File: src/rtl/host_mem_link.sv
// host_mem_link: moves words between a synchronous RAM and a byte-wide UART.
//   send: reads send_len words from address 0 upward and sends each one as
//         NB bytes, least-significant byte first.
//   recv: assembles NB received bytes per word (first byte lowest) and writes
//         recv_len words from address 0 upward.
// Optional feature macro: HOST_LINK_CHECKSUM_EN adds a trailing XOR checksum
// byte on send and expects one on receive (mismatch -> chk_err).
// Ports:
//   clk, rstN                      rising-edge clock, sync active-low reset
//   send_start, send_len           start pulse / word count for memory->UART
//   recv_start, recv_len           start pulse / word count for UART->memory
//   mem_addr, mem_rd_data          RAM address, read data (1-cycle latency)
//   mem_wr_en, mem_wr_data         RAM write strobe and data
//   txByteReady, txByteStart       UART transmitter handshake
//   byteForTx                      byte to transmit
//   rx_new_byte_indicate           one-cycle pulse per received byte
//   byteFromRx                     received byte
//   busy, send_done, recv_done     status
//   chk_err                        checksum mismatch on last receive
module host_mem_link #(
  parameter int  MEM_WORD_LENGTH = 48,
  parameter int  MEM_DEPTH       = 4096,
  parameter int  UART_WIDTH      = 8,
  localparam int ADDR_W          = $clog2(MEM_DEPTH)
) (
  input  logic                       clk,
  input  logic                       rstN,
  input  logic                       send_start,
  input  logic                       recv_start,
  input  logic [ADDR_W:0]            send_len,
  input  logic [ADDR_W:0]            recv_len,
  output logic [ADDR_W-1:0]          mem_addr,
  input  logic [MEM_WORD_LENGTH-1:0] mem_rd_data,
  output logic                       mem_wr_en,
  output logic [MEM_WORD_LENGTH-1:0] mem_wr_data,
  input  logic                       txByteReady,
  output logic                       txByteStart,
  output logic [UART_WIDTH-1:0]      byteForTx,
  input  logic                       rx_new_byte_indicate,
  input  logic [UART_WIDTH-1:0]      byteFromRx,
  output logic                       busy,
  output logic                       send_done,
  output logic                       recv_done,
  output logic                       chk_err
);

  localparam int NB    = (MEM_WORD_LENGTH + UART_WIDTH - 1) / UART_WIDTH;
  localparam int SR_W  = NB * UART_WIDTH;
  localparam int CNT_W = $clog2(NB + 1);

`ifdef HOST_LINK_CHECKSUM_EN
  localparam bit CHK_EN = 1'b1;
`else
  localparam bit CHK_EN = 1'b0;
`endif

  typedef enum logic [2:0] {
    IDLE, TX_FETCH, TX_LOAD, TX_BYTE, TX_HOLD, RX_COLLECT, RX_WRITE, DONE
  } state_t;

  state_t                     state_q, state_d;
  logic [ADDR_W-1:0]          addr_q, addr_d;
  logic [ADDR_W:0]            words_q, words_d;
  logic [CNT_W-1:0]           cnt_q, cnt_d;
  logic [SR_W-1:0]            sr_q, sr_d;
  logic [UART_WIDTH-1:0]      chk_q, chk_d;
  logic                       chk_phase_q, chk_phase_d;
  logic                       tx_start_q, tx_start_d;
  logic [UART_WIDTH-1:0]      byte_tx_q, byte_tx_d;
  logic                       wr_en_q, wr_en_d;
  logic [MEM_WORD_LENGTH-1:0] wr_data_q, wr_data_d;
  logic                       busy_q, busy_d;
  logic                       send_done_q, send_done_d;
  logic                       recv_done_q, recv_done_d;
  logic                       chk_err_q, chk_err_d;

  logic [SR_W-1:0]            sr_in;
  logic [ADDR_W-1:0]          addr_inc;
  logic                       last_word;
  logic                       rx_take;

  // New byte enters at the top; after NB shifts the first byte sits lowest.
  assign sr_in     = SR_W'({byteFromRx, sr_q} >> UART_WIDTH);
  assign addr_inc  = (addr_q == ADDR_W'(MEM_DEPTH - 1)) ? '0 : addr_q + ADDR_W'(1);
  assign last_word = (words_q == (ADDR_W + 1)'(1));

  always_comb begin
    state_d     = state_q;
    addr_d      = addr_q;
    words_d     = words_q;
    cnt_d       = cnt_q;
    sr_d        = sr_q;
    chk_d       = chk_q;
    chk_phase_d = chk_phase_q;
    tx_start_d  = 1'b0;
    byte_tx_d   = byte_tx_q;
    wr_en_d     = 1'b0;
    wr_data_d   = wr_data_q;
    send_done_d = send_done_q;
    recv_done_d = recv_done_q;
    chk_err_d   = chk_err_q;
    rx_take     = 1'b0;

    case (state_q)
      IDLE, DONE: begin
        if (send_start || recv_start) begin
          send_done_d = 1'b0;
          recv_done_d = 1'b0;
          chk_err_d   = 1'b0;
          addr_d      = '0;
          cnt_d       = '0;
          chk_d       = '0;
          chk_phase_d = 1'b0;
          if (send_start) begin
            words_d = send_len;
            if (send_len == '0) begin
              state_d     = DONE;
              send_done_d = 1'b1;
            end else begin
              state_d = TX_FETCH;
            end
          end else begin
            words_d = recv_len;
            if (recv_len == '0) begin
              state_d     = DONE;
              recv_done_d = 1'b1;
            end else begin
              state_d = RX_COLLECT;
            end
          end
        end
      end
      TX_FETCH: state_d = TX_LOAD;
      TX_LOAD: begin
        sr_d    = SR_W'(mem_rd_data);
        cnt_d   = '0;
        state_d = TX_BYTE;
      end
      TX_BYTE: begin
        if (txByteReady) begin
          tx_start_d = 1'b1;
          byte_tx_d  = sr_q[UART_WIDTH-1:0];
          sr_d       = sr_q >> UART_WIDTH;
          chk_d      = chk_q ^ sr_q[UART_WIDTH-1:0];
          cnt_d      = cnt_q + CNT_W'(1);
          state_d    = TX_HOLD;
        end
      end
      TX_HOLD: begin
        if (chk_phase_q) begin
          state_d     = DONE;
          send_done_d = 1'b1;
        end else if (cnt_q == CNT_W'(NB)) begin
          if (last_word) begin
            if (CHK_EN) begin
              // Reuse TX_BYTE for the checksum trailer as a one-byte word.
              chk_phase_d = 1'b1;
              sr_d        = SR_W'(chk_q);
              state_d     = TX_BYTE;
            end else begin
              state_d     = DONE;
              send_done_d = 1'b1;
            end
          end else begin
            addr_d  = addr_inc;
            words_d = words_q - (ADDR_W + 1)'(1);
            state_d = TX_FETCH;
          end
        end else begin
          state_d = TX_BYTE;
        end
      end
      RX_COLLECT: rx_take = rx_new_byte_indicate;
      RX_WRITE: begin
        addr_d  = addr_inc;
        words_d = words_q - (ADDR_W + 1)'(1);
        state_d = RX_COLLECT;
        if (last_word) begin
          if (CHK_EN) begin
            chk_phase_d = 1'b1;
          end else begin
            state_d     = DONE;
            recv_done_d = 1'b1;
          end
        end
        // A byte landing during the write cycle starts the next word.
        rx_take = rx_new_byte_indicate && !(last_word && !CHK_EN);
      end
      default: state_d = IDLE;
    endcase

    if (rx_take) begin
      if (CHK_EN && chk_phase_d) begin
        chk_err_d   = (byteFromRx != chk_q);
        recv_done_d = 1'b1;
        state_d     = DONE;
      end else begin
        sr_d  = sr_in;
        chk_d = chk_q ^ byteFromRx;
        if (cnt_q == CNT_W'(NB - 1)) begin
          cnt_d     = '0;
          wr_en_d   = 1'b1;
          wr_data_d = sr_in[MEM_WORD_LENGTH-1:0];
          state_d   = RX_WRITE;
        end else begin
          cnt_d = cnt_q + CNT_W'(1);
        end
      end
    end

    busy_d = !(state_d inside {IDLE, DONE});
  end

  always_ff @(posedge clk) begin
    if (!rstN) begin
      state_q     <= IDLE;
      addr_q      <= '0;
      words_q     <= '0;
      cnt_q       <= '0;
      sr_q        <= '0;
      chk_q       <= '0;
      chk_phase_q <= 1'b0;
      tx_start_q  <= 1'b0;
      byte_tx_q   <= '0;
      wr_en_q     <= 1'b0;
      wr_data_q   <= '0;
      busy_q      <= 1'b0;
      send_done_q <= 1'b0;
      recv_done_q <= 1'b0;
      chk_err_q   <= 1'b0;
    end else begin
      state_q     <= state_d;
      addr_q      <= addr_d;
      words_q     <= words_d;
      cnt_q       <= cnt_d;
      sr_q        <= sr_d;
      chk_q       <= chk_d;
      chk_phase_q <= chk_phase_d;
      tx_start_q  <= tx_start_d;
      byte_tx_q   <= byte_tx_d;
      wr_en_q     <= wr_en_d;
      wr_data_q   <= wr_data_d;
      busy_q      <= busy_d;
      send_done_q <= send_done_d;
      recv_done_q <= recv_done_d;
      chk_err_q   <= chk_err_d;
    end
  end

  assign mem_addr    = addr_q;
  assign mem_wr_en   = wr_en_q;
  assign mem_wr_data = wr_data_q;
  assign txByteStart = tx_start_q;
  assign byteForTx   = byte_tx_q;
  assign busy        = busy_q;
  assign send_done   = send_done_q;
  assign recv_done   = recv_done_q;
  assign chk_err     = chk_err_q;

endmodule

File: config.mk
export PLATFORM = sky130hd
export DESIGN_NAME = host_mem_link
export DESIGN_NICKNAME = d
export VERILOG_FILES = /design/src/rtl/host_mem_link.sv
export SDC_FILE = /design/constraint.sdc
export NUM_CORES = 1
export LEC_CHECK = 0
export BUFFER_PORTS_ARGS = -buffer_cell sky130_fd_sc_hd__buf_2
export CELL_PAD_IN_SITES_DETAIL_PLACEMENT = 1
export CELL_PAD_IN_SITES_GLOBAL_PLACEMENT = 2
export CORE_UTILIZATION = 32
export DETAILED_ROUTE_END_ITERATION = 10
export GPL_ROUTABILITY_DRIVEN = 0
export MAX_ROUTING_LAYER = met4
export PLACE_DENSITY_LB_ADDON = 0.12
export SYNTH_ARGS = -nofsm -noshare
export SYNTH_HDL_FRONTEND = slang
export SYNTH_SLANG_ARGS = --single-unit
File: constraint.sdc
create_clock -name clk -period 5 [get_ports clk]
set_clock_uncertainty 0.2 [all_clocks]
set_input_delay 0.75 -clock clk [delete_from_list [all_inputs] [get_ports clk]]
set_output_delay 0.75 -clock clk [all_outputs]
set_load 0.01 [all_outputs]
==> summary.md, run 1 <==
| Metric | Value |
|---|---|
| Status | finished, final reports clean |
| Post-synth cell types | 63 |
| Leak | between 3 and 4 nW |
| GR Overflow Total | 0 |
| Slew Limit Headroom | approximately 16% |
| Pwr Density | approximately 410 mW/mm2 |
| PortBufs | 160 |
| #FFs+latches synth | between 100 and 150 |
| Starting DRT DRC Count | approximately 310 |
| Hold Vio Cnt, Final | 0 |
| Multi-input logic area | between 0.003 and 0.004 mm2 |
| # fillers | 2409 |
| First-pass GRT wire length | around 33000 um |
| Clock buffer depth | 2 |
| Worst r2r src | words_q[4]$_SDFFE_PN0P_ |
| Layout Area Growth over Synthesis | 24.5% |
| Fmax | roughly 0.31 GHz |
| Post-Syn Area | approximately 0.0064 mm2 |
| Crit Reg-Reg Endpoint | mem_addr[5]$_SDFFE_PN0P_ |
| Ys async rst share | 0% |
| Die ar. | roughly 0.021 mm2 |
| Die height | roughly 140 um |
| R2R Setup Slk | 1.82 ns |
| Slowest cell on crit path | o21ai_2 |
| Largest net degree at the start of global routing | 55 |
| Starting Density | about a third |
| Sequential fraction of design power | between 40% and 50% |
| Die X | ~140 um |
| Clk slew on worst S/H paths | around 0.06 ns |
| Sw frac | 30.4% |
| Met3 Track Usage GR | under 10% |
| PostCTS Resize Cnt | 0 |
| Finish-stage setup viols | 0 |
| Setup CP Type | flip-flop to flip-flop |
| FF-to-FF path depth | 5 |
| Hold Buf Count CTS | 0 |
| Fin area | ~0.008 mm2 |
| Layout cells sized above 1 | a little under a quarter |
| Setup tns final | 0 ns |
| Gate power share | between 10% and 20% |
| Crit path depth | 5 |
| CP arrival | between 3 and 4 ns |
| Startpoint Class | flip-flop |
| Crit path launch | words_q[4]$_SDFFE_PN0P_ |
| FP Rows | approximately 50 |
| Max-cap viol count | 0 |
| GRT Total Usage | a little over a fifth |
| Area post-placement | between 0.007 and 0.008 mm2 |
| RSZ-0062 raised after global routing | false |
| Number of global-route vias before repair | 6130 |
| Setup crit end kind | flip-flop |
| Cell family with most CP delay | compound AO/OA/AOI/OAI gates |
| Syn Area/Cell | approximately 8.3 um2 |
| WL/cell | around 17 um |
| Sw Pwr | 1.00 mW |
| Seq. cell area | 0.00280 mm2 |
| Critical Path Max Stage Delay | between 0.9 and 1 ns |
| Initial antenna violation count | 0 |
| Via count | about 6000 |
| Routed vias/inst | approximately 5.2 |
| Post-synth top area cell | dfxtp_1 |
| Drt first pass iters | 4 |
| Endpoint of the most critical setup path | mem_addr[5]$_SDFFE_PN0P_ |
| Peak supply drop | around 0.00022 V |
| Crit Path Max Fanout | 28 |
| Total wire length | roughly 21000 um |
| Clock power share | around two fifths |
| Sequential fraction of the synthesis area | a little over two fifths |
| Worst-Margin Slew | roughly 1.3 ns |
| Period utilisation layout | approximately 64% |
| Clock Sinks | 140 |
| Io pins | ~160 |
| CP Cell Sequence | nor4_4, a41oi_1, o21ai_2, o21ai_1, a21oi_1 |
| Top cells by count, synth | dfxtp_1, nand2_1, a21oi_1 |
| Worst hold-check path type | flip-flop to flip-flop |
| Share of the synthesized area in the top cell type | about 44% |
| CTS H-tree lvls | 4 |
| Final nets | around 1000 |
| DP HPWL | between 10000 and 15000 um |
| Critical path buffers and inverters | 0 |
| Post-CTS Setup Inserts | 0 |
| CTS tree | done |
| Syn Nets | 862 |
| Synth area leaders | dfxtp_1, a21oi_1, nand2_1 |
| Most numerous cell in the Yosys netlist | dfxtp_1 |
| Grt peak-use layer | met2 |
| Ant diodes | 0 |
| Post-Syn Instances | 768 |
| Post-DRT Antenna Nets | 0 |
| Hold Slack | roughly 0.25 ns |
| Met2 Track Usage GR | 32.1% |
| Drt drc | 0 |
| Slew Limit Fails | 0 |
| Internal | between 2 and 2.5 mW |
| Post-synth EDFFs | 0 |
| Crit path time final | 3.18 ns |
| Synth Warn # | 0 |
| Root Buffer | clkbuf_16 |
| Clk_lat worst skew | 0.44 ns |
| Ys flop type | dfxtp_1 |
| Core area | 0.0195 mm2 |
| Met1 usage | ~30% |
| Req. time, crit path | 5.14 ns |
| Total CTS buffers | 17 |
-- area by class of cell --
type,instances,share of cell area (%)
tap,265,4.17
timing repair buffer,169,10.9
inverter,9,0.425
multi-input combinational,567,41.3
clock buffer,17,5.35
sequential,140,35.2
clock inverter,14,2.58
-- worst min-delay path by stage --
stage | from | end | slack (ns) | cells past startpoint
finish | sr_q[4]$_SDFFE_PN0P_ | byteForTx[4]$_SDFFE_PN0P_ | 0.25 | 2
global route | mem_wr_data[23]$_SDFFE_PN0P_ | mem_wr_data[23]$_SDFFE_PN0P_ | 0.27 | 2
CTS | mem_wr_data[47]$_SDFFE_PN0P_ | mem_wr_data[47]$_SDFFE_PN0P_ | 0.26 | 2
detailed placement | mem_wr_data[23]$_SDFFE_PN0P_ | mem_wr_data[23]$_SDFFE_PN0P_ | 0.25 | 2
global placement | mem_wr_data[6]$_SDFFE_PN0P_ | mem_wr_data[6]$_SDFFE_PN0P_ | 0.24 | 2
floorplan | sr_q[0]$_SDFFE_PN0P_ | byteForTx[0]$_SDFFE_PN0P_ | 0.23 | 2
-- routing by layer --
metal	share of wire [%]	vias to the layer above
met2	45	121
li1	-	3014
met3	3.5	8
met1	51	2960
met5	0	-
met4	0.41	0
-- power groups by stage --
stage	sequential, mW	combinational (mW)	clock [mW]
after detailed placement	1.37	0.562	0
after floorplan	1.32	0.424	0
after CTS	1.34	0.566	1.40
after global routing	1.36	0.633	1.45
final	1.35	0.564	1.38
after global placement	1.36	0.541	0
-- logic make-up (layout without fill, tap and decap cells) --
family / Yosys count / count (layout) / synth area share (%)
simple gates: 261 / 261 / 19.1
compound gates: 248 / 248 / 22.8
flops: 140 / 140 / 43.9
buf+inv: 61 / 209 / 5.01
mux: 48 / 48 / 7.54
fa+ha+maj: 6 / 6 / 1.18
xor+xnor: 3 / 3 / 0.411
other cells: 1 / 1 / 0.0587
-- tightest hold or removal path, stage by stage, from the launching register on --
cell and delay (ns):
dfxtp_1 0.32, nand2_1 0.05, a21oi_1 0.05
-- per-stage QoR --
| step | power, mW | cells | util [%] | setup slack [ns] |
|---|---|---|---|---|
| floorplan | 1.75 | 768 | - | 2.77 |
| global route | 3.45 | 1181 | 40.7 | 1.58 |
| global placement | 1.90 | 1150 | 37.5 | 1.98 |
| detailed placement | 1.93 | 1150 | 37.5 | 1.82 |
| CTS | 3.31 | 1181 | 40.7 | 1.85 |
| finish | 3.29 | 1181 | 40.7 | 1.82 |
-- placed cells by master (no fill, tap or decap), drive strengths merged, types with 8 or more instances in the layout --
cell	Yosys	final
o21ai	66	66
mux2i	47	47
and2	10	10
clkbuf	35	17
a21oi	126	126
a221o	8	8
dfxtp	140	140
nand3	14	14
nor4	11	11
nand4	8	8
buf	17	169
nor3	9	9
nor2	37	37
nand2	138	138
inv	9	15
-- flip-flops by register name (all words and copies together), names as in the netlist --
signal,flops
recv_done,1
sr_q,48
mem_wr_en,1
send_done,1
words_q,13
mem_addr,12
mem_wr_data,48
busy,1
byteForTx,8
cnt_q,3
txByteStart,1
state_q,3
Power figures use the tool's default switching activity.
==> run 2: changes to the inputs <==
- CORE_UTILIZATION: 32 -> 28
- clock period: 5 -> 2.8 ns (I/O delays scaled with it)
==> summary.md, run 2 (synthesis results as in run 1) <==
| Metric | Value |
|---|---|
| Post-DRT Antenna Nets | 0 |
| Worst-Margin Slew | 0.962 ns |
| Slew Limit Fails | 0 |
| Starting DRT DRC Count | ~330 |
| Clock Sinks | 140 |
| Leak | roughly 3.5 nW |
| Root Buffer | clkbuf_16 |
| Crit Path Max Fanout | 38 |
| Max-cap viol count | 0 |
| RSZ-0062 raised after global routing | false |
| Crit path time final | roughly 2.5 ns |
| Internal | a little over 4 mW |
| Gate power share | a little under a fifth |
| Sw frac | 30.4% |
| Worst hold start | byteFromRx[3] |
| Status | finished, final reports clean |
| Slew Limit Headroom | a little over a third |
| Layout cells sized above 1 | approximately 25% |
| Hold Path Sink | sr_q[43]$_SDFFE_PN0P_ |
| Worst hold stages | 2 |
| Hold Buf Count CTS | 0 |
| Peak supply drop | between 0.0003 and 0.0004 V |
| FF-to-FF path depth | 8 |
| Die ar. | about 0.023 mm2 |
| Drt first pass iters | 4 |
| PostCTS Resize Cnt | 0 |
| PortBufs | 160 |
| GRT Total Usage | 19.2% |
| Final total power | between 5 and 6 mW |
| Fmax | approximately 0.4 GHz |
| Clock buffer depth | 2 |
| Worst hold-check path type | input port to flip-flop |
| Hold Vio Cnt, Final | 0 |
| Clock power share | a little over two fifths |
| Layout Area Growth over Synthesis | 27.1% |
| Sequential fraction of design power | around two fifths |
| Period utilisation layout | around 91% |
| CTS tree | done |
| Initial antenna violation count | 2 |
| Startpoint Class | flip-flop |
| Number of global-route vias before repair | ~6200 |
| Most frequent cells in the layout | buf_2, dfxtp_1, nand2_1 |
| Die height | between 150 and 200 um |
| Total wire length | ~21000 um |
| CTS H-tree lvls | 4 |
| Commonest non-fill, non-tap cell in the layout | buf_2 |
| DP HPWL | 15400 um |
| Post-CTS Setup Inserts | 0 |
| Starting Density | roughly 29% |
| Clk_lat worst skew | about 0.42 ns |
| Pwr Density | about 730 mW/mm2 |
| Setup CP Type | flip-flop to flip-flop |
| Sw Pwr | roughly 1.8 mW |
| Setup tns final | 0 ns |
| Worst r2r src | words_q[0]$_SDFFE_PN0P_ |
| Largest net degree at the start of global routing | 81 |
| CP arrival | about 2.6 ns |
| Io pins | between 150 and 200 |
| Drt drc | 0 |
| Crit Reg-Reg Endpoint | sr_q[31]$_SDFFE_PN0P_ |
| Routed vias/inst | 5.10 |
| FP Rows | 54 |
| Clk slew on worst S/H paths | 0.07 ns |
| Final nets | slightly above 1000 |
| Finish-stage setup viols | 0 |
| Req. time, crit path | slightly below 3 ns |
| Die X | between 150 and 200 um |
| Core area | 0.0221 mm2 |
| WL/cell | about 18 um |
| Setup crit end kind | flip-flop |
| First-pass GRT wire length | 34300 um |
| GR Overflow Total | 0 |
| Total CTS buffers | 17 |
| R2R Setup Slk | between 0.2 and 0.3 ns |
| Hold Slack | ~0.049 ns |
| Via count | around 6200 |
-- run 2: cell types whose count changed in the layout (fill, tap and decap cells not counted), moves of 2 or more --
cell	previous run	this run
inv_8	1	3
buf_12	0	3
clkinv_4	0	4
diode_2	0	2
clkinvlp_4	4	1
buf_4	9	19
inv_6	5	1
-- run 2: final cells by class --
cell class / instances / area [um2]
fillers: 2655 / 14000
multi-input cells: 567 / 3280
flip-flops and latches: 140 / 2800
repair buffers: 182 / 1000
clock buffers: 18 / 429
well taps: 280 / 350
clock inverters: 14 / 210
inverters: 9 / 33.8
diodes: 2 / 5.00
-- run 2: power by group through the flow --
stage / Sequential, mW / Clock (mW) / Combinational (mW)
after floorplan: 2.36 / 0 / 0.757
after global placement: 2.42 / 0 / 1.05
after detailed placement: 2.43 / 0 / 1.08
after CTS: 2.39 / 2.55 / 1.09
after global routing: 2.42 / 2.65 / 1.20
final: 2.39 / 2.48 / 1.08
-- run 2: stage by stage --
step | setup slack (ns) | instances | instance area [um2] | util, %
floorplan | 0.643 | 768 | 6390 | -
global placement | 0.345 | 1178 | 7470 | 33.8
detailed placement | 0.243 | 1178 | 7470 | 33.8
CTS | 0.224 | 1210 | 8110 | 36.7
global route | 0.0342 | 1212 | 8120 | 36.7
finish | 0.257 | 1212 | 8120 | 36.7
-- run 2: worst max-delay path by stage --
stage,startpoint,end,slack (ns),depth (start not counted)
after floorplan,words_q[1]$_SDFFE_PN0P_,cnt_q[2]$_SDFFE_PN0P_,0.64,7
after global placement,words_q[1]$_SDFFE_PN0P_,sr_q[31]$_SDFFE_PN0P_,0.35,9
after detailed placement,words_q[0]$_SDFFE_PN0P_,sr_q[31]$_SDFFE_PN0P_,0.24,8
after CTS,words_q[0]$_SDFFE_PN0P_,sr_q[31]$_SDFFE_PN0P_,0.22,8
after global routing,words_q[0]$_SDFFE_PN0P_,sr_q[31]$_SDFFE_PN0P_,0.03,8
final,words_q[0]$_SDFFE_PN0P_,sr_q[31]$_SDFFE_PN0P_,0.26,8
-- run 2: worst max-delay path: stages, from the launching register on --
cell	delay [ns]
dfxtp_1	0.39
ha_1	0.17
nor4b_2	0.32
a41o_2	0.33
a2bb2oi_4	0.18
buf_12	0.26
buf_4	0.23
mux2i_1	0.24
a21oi_1	0.09
-- run 2: per-layer routing --
layer  track usage, %  vias to the layer above  share of wire [%]
met2             28.5                      149                 44
li1                 -                     3043                  -
met4             6.25                        0                1.5
met5                -                        -                  0
met3             3.15                       26                3.6
met1             26.3                     2967                 51
